$ cat src/rtl/alu_exec_stage_pkg.sv
// rtl/alu_exec_stage_pkg.sv - alu_defs: opcodes, flag/condition types, exec payload, condition evaluator
package alu_defs;

    localparam int XLEN = 32;

    localparam logic [3:0] ALU_ADD = 4'd0;
    localparam logic [3:0] ALU_SUB = 4'd1;
    localparam logic [3:0] ALU_AND = 4'd2;
    localparam logic [3:0] ALU_OR  = 4'd3;
    localparam logic [3:0] ALU_XOR = 4'd4;

    typedef struct packed {
        logic sign;
        logic zero;
        logic carryOut;
        logic overflow;
    } t_flag;

    typedef enum logic [3:0] {
        COND_AL  = 4'd0,
        COND_EQ  = 4'd1,
        COND_NE  = 4'd2,
        COND_MI  = 4'd3,
        COND_PL  = 4'd4,
        COND_VS  = 4'd5,
        COND_LT  = 4'd6,
        COND_GE  = 4'd7,
        COND_LTU = 4'd8,
        COND_GEU = 4'd9
    } t_cond;

    typedef struct packed {
        logic [XLEN-1:0] result;
        logic [4:0]      rd;
        t_flag           flag;
        logic            condTrue;
    } t_exec;

    // Codes 10..15 are unassigned and evaluate false.
    function automatic logic cond_eval(input logic [3:0] c, input t_flag f);
        logic r;
        r = 1'b0;
        case (c)
            COND_AL:  r = 1'b1;
            COND_EQ:  r = f.zero;
            COND_NE:  r = ~f.zero;
            COND_MI:  r = f.sign;
            COND_PL:  r = ~f.sign;
            COND_VS:  r = f.overflow;
            COND_LT:  r = f.sign ^ f.overflow;
            COND_GE:  r = ~(f.sign ^ f.overflow);
            COND_LTU: r = f.carryOut;
            COND_GEU: r = ~f.carryOut;
            default:  r = 1'b0;
        endcase
        return r;
    endfunction

endpackage

$ cat src/rtl/alu_exec_stage_alu.sv
// rtl/alu_exec_stage_alu.sv - combinational ALU (ADD/SUB/AND/OR/XOR) with sign/zero/carry/overflow flags
module ALU
    import alu_defs::*;
#(
    parameter int N = 32
) (
    input  logic [N-1:0] iX,
    input  logic [N-1:0] iY,
    input  logic [3:0]   iALUop,
    output logic [N-1:0] oResult,
    output t_flag        oFlag
);

    logic [N:0] wide;

    always_comb begin
        wide           = {1'b0, iX} + {1'b0, iY};
        oResult        = wide[N-1:0];
        oFlag          = '0;
        oFlag.carryOut = wide[N];
        oFlag.overflow = (iX[N-1] == iY[N-1]) && (wide[N-1] != iX[N-1]);
        case (iALUop)
            ALU_SUB: begin
                // N+1-bit difference: the top bit is the unsigned borrow
                wide           = {1'b0, iX} - {1'b0, iY};
                oResult        = wide[N-1:0];
                oFlag.carryOut = wide[N];
                oFlag.overflow = (iX[N-1] != iY[N-1]) && (wide[N-1] != iX[N-1]);
            end
            ALU_AND: begin
                oResult        = iX & iY;
                oFlag.carryOut = 1'b0;
                oFlag.overflow = 1'b0;
            end
            ALU_OR: begin
                oResult        = iX | iY;
                oFlag.carryOut = 1'b0;
                oFlag.overflow = 1'b0;
            end
            ALU_XOR: begin
                oResult        = iX ^ iY;
                oFlag.carryOut = 1'b0;
                oFlag.overflow = 1'b0;
            end
            default: ;
        endcase
        oFlag.zero = (oResult == '0);
        oFlag.sign = oResult[N-1];
    end

endmodule

$ cat src/rtl/alu_exec_stage.sv
// rtl/alu_exec_stage.sv - registered ALU execute stage with valid/ready handshake; ALU_EXEC_SKID_EN adds a skid entry
module alu_exec_stage
    import alu_defs::*;
#(
    parameter int N = 32
) (
    input  logic         iClk,
    input  logic         iRst,
    input  logic         iValid,
    output logic         oReady,
    input  logic [N-1:0] iX,
    input  logic [N-1:0] iY,
    input  logic [3:0]   iALUop,
    input  logic [4:0]   iRd,
    input  logic         iSetFlags,
    input  logic [3:0]   iCond,
    output logic         oValid,
    input  logic         iReady,
    output logic [N-1:0] oResult,
    output logic [4:0]   oRd,
    output t_flag        oFlag,
    output logic         oCondTrue,
    output t_flag        oFlagReg
);

    logic [N-1:0] alu_res;
    t_flag        alu_flag;
    t_exec        new_exec;
    t_exec        out_q;
    logic         out_valid;
    t_flag        flag_reg;
    logic         accept;
    logic         xfer;

    ALU #(.N(N)) u_alu (
        .iX      (iX),
        .iY      (iY),
        .iALUop  (iALUop),
        .oResult (alu_res),
        .oFlag   (alu_flag)
    );

    always_comb begin
        new_exec          = '0;
        new_exec.result   = XLEN'(alu_res);
        new_exec.rd       = iRd;
        new_exec.flag     = alu_flag;
        new_exec.condTrue = cond_eval(iCond, alu_flag);
    end

    assign accept = iValid & oReady;
    assign xfer   = out_valid & iReady;

`ifdef ALU_EXEC_SKID_EN
    t_exec skid_q;
    logic  skid_valid;
    logic  ready_q;
    logic  skid_valid_nxt;

    // Ready is a flop so upstream never sees a path from downstream iReady.
    assign oReady         = ready_q;
    assign skid_valid_nxt = (xfer || !out_valid) ? 1'b0 : (skid_valid | accept);

    always_ff @(posedge iClk or posedge iRst) begin
        if (iRst) begin
            out_q      <= '0;
            out_valid  <= 1'b0;
            skid_q     <= '0;
            skid_valid <= 1'b0;
            ready_q    <= 1'b0;
        end else begin
            if (xfer || !out_valid) begin
                if (skid_valid) begin
                    out_q      <= skid_q;
                    out_valid  <= 1'b1;
                    skid_valid <= 1'b0;
                end else begin
                    out_valid <= accept;
                    if (accept) out_q <= new_exec;
                end
            end else if (accept) begin
                skid_q     <= new_exec;
                skid_valid <= 1'b1;
            end
            ready_q <= ~skid_valid_nxt;
        end
    end
`else
    assign oReady = ~iRst & (~out_valid | iReady);

    always_ff @(posedge iClk or posedge iRst) begin
        if (iRst) begin
            out_q     <= '0;
            out_valid <= 1'b0;
        end else if (oReady) begin
            out_valid <= iValid;
            if (iValid) out_q <= new_exec;
        end
    end
`endif

    // Architectural flags commit at accept time, independent of downstream stalls.
    always_ff @(posedge iClk or posedge iRst) begin
        if (iRst) begin
            flag_reg <= '0;
        end else if (accept && iSetFlags) begin
            flag_reg <= alu_flag;
        end
    end

    assign oValid    = out_valid;
    assign oResult   = N'(out_q.result);
    assign oRd       = out_q.rd;
    assign oFlag     = out_q.flag;
    assign oCondTrue = out_q.condTrue;
    assign oFlagReg  = flag_reg;

endmodule

$ cat config.mk
export PLATFORM = sky130hd
export DESIGN_NAME = alu_exec_stage
export DESIGN_NICKNAME = d
export VERILOG_FILES = /design/src/rtl/alu_exec_stage_pkg.sv /design/src/rtl/alu_exec_stage_alu.sv /design/src/rtl/alu_exec_stage.sv
export SDC_FILE = /design/constraint.sdc
export NUM_CORES = 1
export LEC_CHECK = 0
export BUFFER_PORTS_ARGS = -buffer_cell sky130_fd_sc_hd__buf_2
export CAP_MARGIN = 20
export CORE_ASPECT_RATIO = 0.6
export CORE_UTILIZATION = 60
export CTS_CLUSTER_SIZE = 25
export DETAILED_ROUTE_END_ITERATION = 6
export GPL_TIMING_DRIVEN = 1
export PLACE_DENSITY = 0.84
export SLEW_MARGIN = 30
export SYNTH_ARGS = -nofsm -noshare
export SYNTH_HDL_FRONTEND = slang
export SYNTH_SLANG_ARGS = --single-unit
$ cat constraint.sdc
create_clock -name iClk -period 2.44 [get_ports iClk]
set_clock_uncertainty 0.1 [all_clocks]
set_input_delay 0.488 -clock iClk [delete_from_list [all_inputs] [get_ports iClk]]
set_output_delay 0.488 -clock iClk [all_outputs]
set_load 0.05 [all_outputs]
==> results.tsv, run 1 <==
stage	metric	value	unit
yosys	part of the Yosys area used for sequential elements	0.144	
clock_tree	Clock Sinks	46	
placement	dpl hpwl	33800	microns
clock_tree	total setup buffers inserted after CTS	66	
yosys	Synth async-reset ratio	1.00	
yosys	post-synthesis adder-cell area fraction	0.156	
status	status	stopped before the end	
yosys	synthesized area	0.00798	sq mm
die	die width	151	microns
clock_tree	htree depth	2	
yosys	cell taking the most area after synthesis	ha_1	
yosys	syn_area_per_cell	7.09	sq um
status	Halt Reason	[ERROR DPL-0038] Utilization greater than 100%, impossible to legalize	
die	IO Pins	130	
clock_tree	Hold Buf Count CTS	0	
yosys	Area contributors post-synth	ha_1, dfrtp_1, nand2_1, a21oi_1, nor2_1	
status	failing step	4_1_cts	
die	Starting Density	0.619	
yosys	EDFF count, synth	0	
yosys	top cell type's share of synthesized area	0.151	
yosys	Top FF cell, synth	dfrtp_1	
placement	GP Congestion	1.19	
yosys	FF+latch count, synth	46	
clock_tree	clock root buffer	clkbuf_16	
clock_tree	Resize count post-CTS	295	
yosys	simple-gate area share of the yosys netlist	0.249	
clock_tree	CTS Buf Count	5	
yosys	Synth Area in Compound Gates	0.342	
yosys	Synth Instances	1125	
placement	Area after DPL	0.0122	sq mm
placement	I/O Buffers	129	
yosys	Synth cell types	93	
yosys	syn nets	1305	
yosys	yosys synthesis warning count	0	
clock_tree	clock tree buffer depth	2	
die	row count	32	
yosys	mux contribution to synthesized area	0.0188	
yosys	combinational family with the most area after synthesis	compound AO/OA/AOI/OAI gates	
yosys	xor/xnor share of the synthesized area	0.00769	
die	Die H	91.3	microns
## logic make-up after synthesis
logic type | count (synthesis)
simple gates | 403
buf+inv | 162
compound gates | 395
flops | 46
xor+xnor | 7
fa+ha+maj | 98
mux | 14
## synthesized netlist by cell type (5+ instances only)
cell and n:
nor3b_1 6, and2_1 15, a211oi_1 31, nor2_1 96, nor4_1 12, nand3_1 24, o21a_1 9, o21bai_1 10
nor3_1 28, buf_2 10, buf_1 6, a221oi_1 7, mux2i_1 9, o21ai_1 10, nor2b_1 20, o31ai_1 21
nand4_1 12, dfrtp_1 46, o21ai_0 61, or3_1 8, nand2b_1 9, a21oi_1 89, ha_1 96, and3_1 10
o31a_1 8, a31oi_1 16, a211o_1 8, inv_1 90, o211ai_1 17, clkbuf_1 46, or4_1 7, xnor2_1 5
nand2_1 130, a21o_1 29
## through the flow
step	setup TNS (ns)	hold WS (ns)	cells	util	setup WS, ns
after floorplan	-10.07	0.493	1125	-	-1.46
after global placement	-31.63	0.344	1764	0.947	-2.01
after detailed placement	-37.30	0.363	1764	0.947	-2.16
==> run 2: changes to the inputs <==
--- a/config.mk
+++ b/config.mk
@@ -7,12 +7,10 @@
 export LEC_CHECK = 0
 export BUFFER_PORTS_ARGS = -buffer_cell sky130_fd_sc_hd__buf_2
 export CAP_MARGIN = 20
-export CORE_ASPECT_RATIO = 0.6
-export CORE_UTILIZATION = 60
-export CTS_CLUSTER_SIZE = 25
+export CORE_UTILIZATION = 40
 export DETAILED_ROUTE_END_ITERATION = 6
 export GPL_TIMING_DRIVEN = 1
-export PLACE_DENSITY = 0.84
+export PLACE_DENSITY_LB_ADDON = 0.15
 export SLEW_MARGIN = 30
 export SYNTH_ARGS = -nofsm -noshare
 export SYNTH_HDL_FRONTEND = slang
==> results.tsv, run 2 <==
stage	metric	value	unit
status	status	finished, violations left	
status	failing checks	setup timing	
yosys	Synth Instances	1125	
min_path	Min-Delay Path Class	in -> async	
placement	I/O Buffers	129	
grt	vias in the first global route	10194	
setup_path	worst path cell trace	buf_12 -> ha_4 -> fa_2 -> a211o_1 -> a211oi_2 -> buf_4 -> nor3_4 -> o31ai_4 -> buf_4 -> and2_4 -> or3_4 -> a21oi_2 -> a211oi_2 -> nand4_1 -> or4_4 -> mux2_4 -> o221a_1	
pwr	sequential cell fraction of total power	0.173	
grt	first-pass GRT wire length	53200	microns
yosys	synthesized area	0.00798	sq mm
clock_tree	clock root buffer	clkbuf_16	
placement	dpl hpwl	27200	microns
yosys	FF+latch count, synth	46	
die	row count	51	
timing	Max-Slew Margin vs Limit	0.361	
cells_and_area	max reg flops	32	
cells_and_area	Area Overhead vs Synth	80.3	%
yosys	Synth async-reset ratio	1.00	
yosys	cell taking the most area after synthesis	ha_1	
routing	post-DR vias/cell	5.61	
routing	drt pass-1 iters	5	
pwr	Clk network pwr share	0.108	
yosys	most frequent cell after synthesis	nand2_1	
die	IO Pins	130	
clock_tree	clock tree buffer depth	2	
clock_tree	htree depth	2	
yosys	part of the Yosys area used for sequential elements	0.144	
yosys	syn_area_per_cell	7.09	sq um
setup_path	CP Max Fanout	3	
clock_tree	worst skew pair latency	0.28	ns
yosys	mux contribution to synthesized area	0.0188	
cells_and_area	fraction of layout cells with a size suffix above 1	0.526	
yosys	Synth Area in Compound Gates	0.342	
die	Starting Density	0.408	
die	die width	143	microns
yosys	syn nets	1305	
setup_path	Worst Path Arrival	4.19	ns
pwr	power per cell area	421	mW/mm^2
yosys	EDFF count, synth	0	
timing	Final WS setup	-1.68	ns
grt	GRT Util Overall	0.332	
timing	worst-margin pin slew	0.949	ns
yosys	Top FF cell, synth	dfrtp_1	
timing	highest clock rate	243	MHz
setup_path	r2r worst-path depth	4	
setup_path	CP Data Required Time	2.51	ns
routing	DRT iter0 DRCs	784	
pwr	worst vdd ir	0.326	mV
setup_path	Largest stage delay, worst path	0.46	ns
routing	wire per inst	18.1	microns
yosys	top cell type's share of synthesized area	0.151	
yosys	post-synthesis adder-cell area fraction	0.156	
pwr	Net Sw Frac	0.474	
setup_path	Critical-path top delay cell	or4_4	
yosys	combinational family with the most area after synthesis	compound AO/OA/AOI/OAI gates	
die	Die H	143	microns
cells_and_area	most common cell after layout, fill and taps aside	buf_4	
setup_path	Setup crit end kind	flip-flop	
timing	Final Hold Vio Count	0	
pwr	leakage power	6.88	nW
routing	DR vias	10847	
timing	Tcrit/Tclk final	1.69	
yosys	Synth cell types	93	
grt	gr ovfl total	0	
yosys	xor/xnor share of the synthesized area	0.00769	
clock_tree	Clock Sinks	46	
timing	setup violators final	34	
timing	max-slew violations	0	
die	Die ar.	0.0205	sq mm
routing	# DRC	0	
yosys	Area contributors post-synth	ha_1, dfrtp_1, nand2_1, a21oi_1, nor2_1	
flow_run	Max-Cap Viols	0	
pwr	Combinational Power Share	0.719	
cells_and_area	ANT cells	0	
routing	final wirelength	34900	microns
setup_path	Worst Setup Path Type	in -> reg	
pwr	total power	0.00606	W
routing	post-route ant nets	0	
clock_tree	Clock Pin Slew Worst Setup and Hold Paths	0.06	ns
clock_tree	CTS tree	built	
timing	RSZ-0062 raised after global routing	true	
yosys	commonest cells in the synthesized netlist	nand2_1, ha_1, nor2_1	
placement	GP Congestion	0.988	
pwr	Net Sw Power	0.00287	W
cells_and_area	nets@finish	1847	
timing	Fin Hold WS	0.266	ns
cells_and_area	commonest non-fill, non-tap cells in the layout	buf_4, nand2_1, buf_2, nor2_1, ha_1	
yosys	yosys synthesis warning count	0	
grt	pin count of the biggest net entering global routing	38	
pwr	cell-internal power	0.00319	W
yosys	simple-gate area share of the yosys netlist	0.249	
grt	antenna violations before repair	0	
clock_tree	CTS Buf Count	5	
setup_path	CP Launch Type	primary input	
die	core box area	0.0195	sq mm
timing	minimum clock period	4.12	ns
[run 2: cell families after synthesis]
family	count (synthesis)
compound gates	395
xor+xnor	7
fa+ha+maj	98
buf+inv	162
flops	46
mux	14
simple gates	403
[run 2: layout make-up]
| cell class | instances | area [sq um] |
|---|---|---|
| Multi-Input combinational cell | 917 | 7740 |
| Tap cell | 265 | 332 |
| Timing Repair Buffer | 604 | 4590 |
| Inverter | 93 | 424 |
| Clock inverter | 2 | 13.8 |
| Fill cell | 1527 | 5140 |
| Sequential cell | 46 | 1150 |
| Clock buffer | 6 | 129 |
[run 2: metrics by stage]
stage                     worst slack, ns  utilization  TNS [ns]  std cells  cell area [sq um]
final                               -1.68        0.737    -19.11       1933              14400
after global routing                -1.84        0.737    -22.11       1933              14400
after CTS                           -1.61        0.709    -16.92       1914              13800
after detailed placement            -2.42        0.634    -35.02       1865              12400
after global placement              -2.38        0.634    -33.88       1865              12400
after floorplan                     -1.46            -    -10.07       1125               8630
[run 2: repair_timing]
| action | in CTS | in global routing |
|---|---|---|
| endpoints found under the setup margin | 35 | 36 |
| hold buffers | 0 | 0 |
| pin swaps | 86 | 107 |
| hold endpoints to repair | 0 | 0 |
| gates cloned | 0 | 0 |
| buffers inserted | 47 | 35 |
| resized for setup | 218 | 95 |
[run 2: worst paths after layout]
path,startpoint,endpoint,slack [ns]
worst max-delay path,iX[0],oCondTrue,-1.68
worst min-delay path,iRst,oResult[22],0.27
worst max register to register,oValid,oFlagReg[1],0.49
worst min register to register,oRd[3],oRd[3],0.37
max in group asynchronous,iRst,oResult[28],1.39
min in group iClk,iRd[3],oRd[3],0.30
[run 2: per-layer routing]
metal / routed length (microns) / track usage / vias up
met5: 0 / 0 / -
met4: 732 / 0.0883 / 0
met3: 2690 / 0.0433 / 62
met2: 16000 / 0.545 / 462
met1: 15500 / 0.452 / 5125
li1: - / - / 5198
[run 2: power by group through the flow]
stage	Combinational, W	Sequential, W	Clock [W]
2_1_floorplan	0.00153	0.00166	0
3_3_place_gp	0.00366	0.00105	0
3_5_place_dp	0.00369	0.00106	0
4_1_cts	0.00411	0.00105	0.000661
5_1_grt	0.00462	0.00107	0.000694
6_report	0.00435	0.00105	0.000652
[run 2: critical path, delay by kind of cell]
kind	cells	cell delay [ns]
mux	1	0.31
simple gates	5	0.91
compound gates	6	1.48
fa+ha+maj	2	0.50
buf+inv	3	0.47
Note: power is estimated with default switching activity, not from simulation.
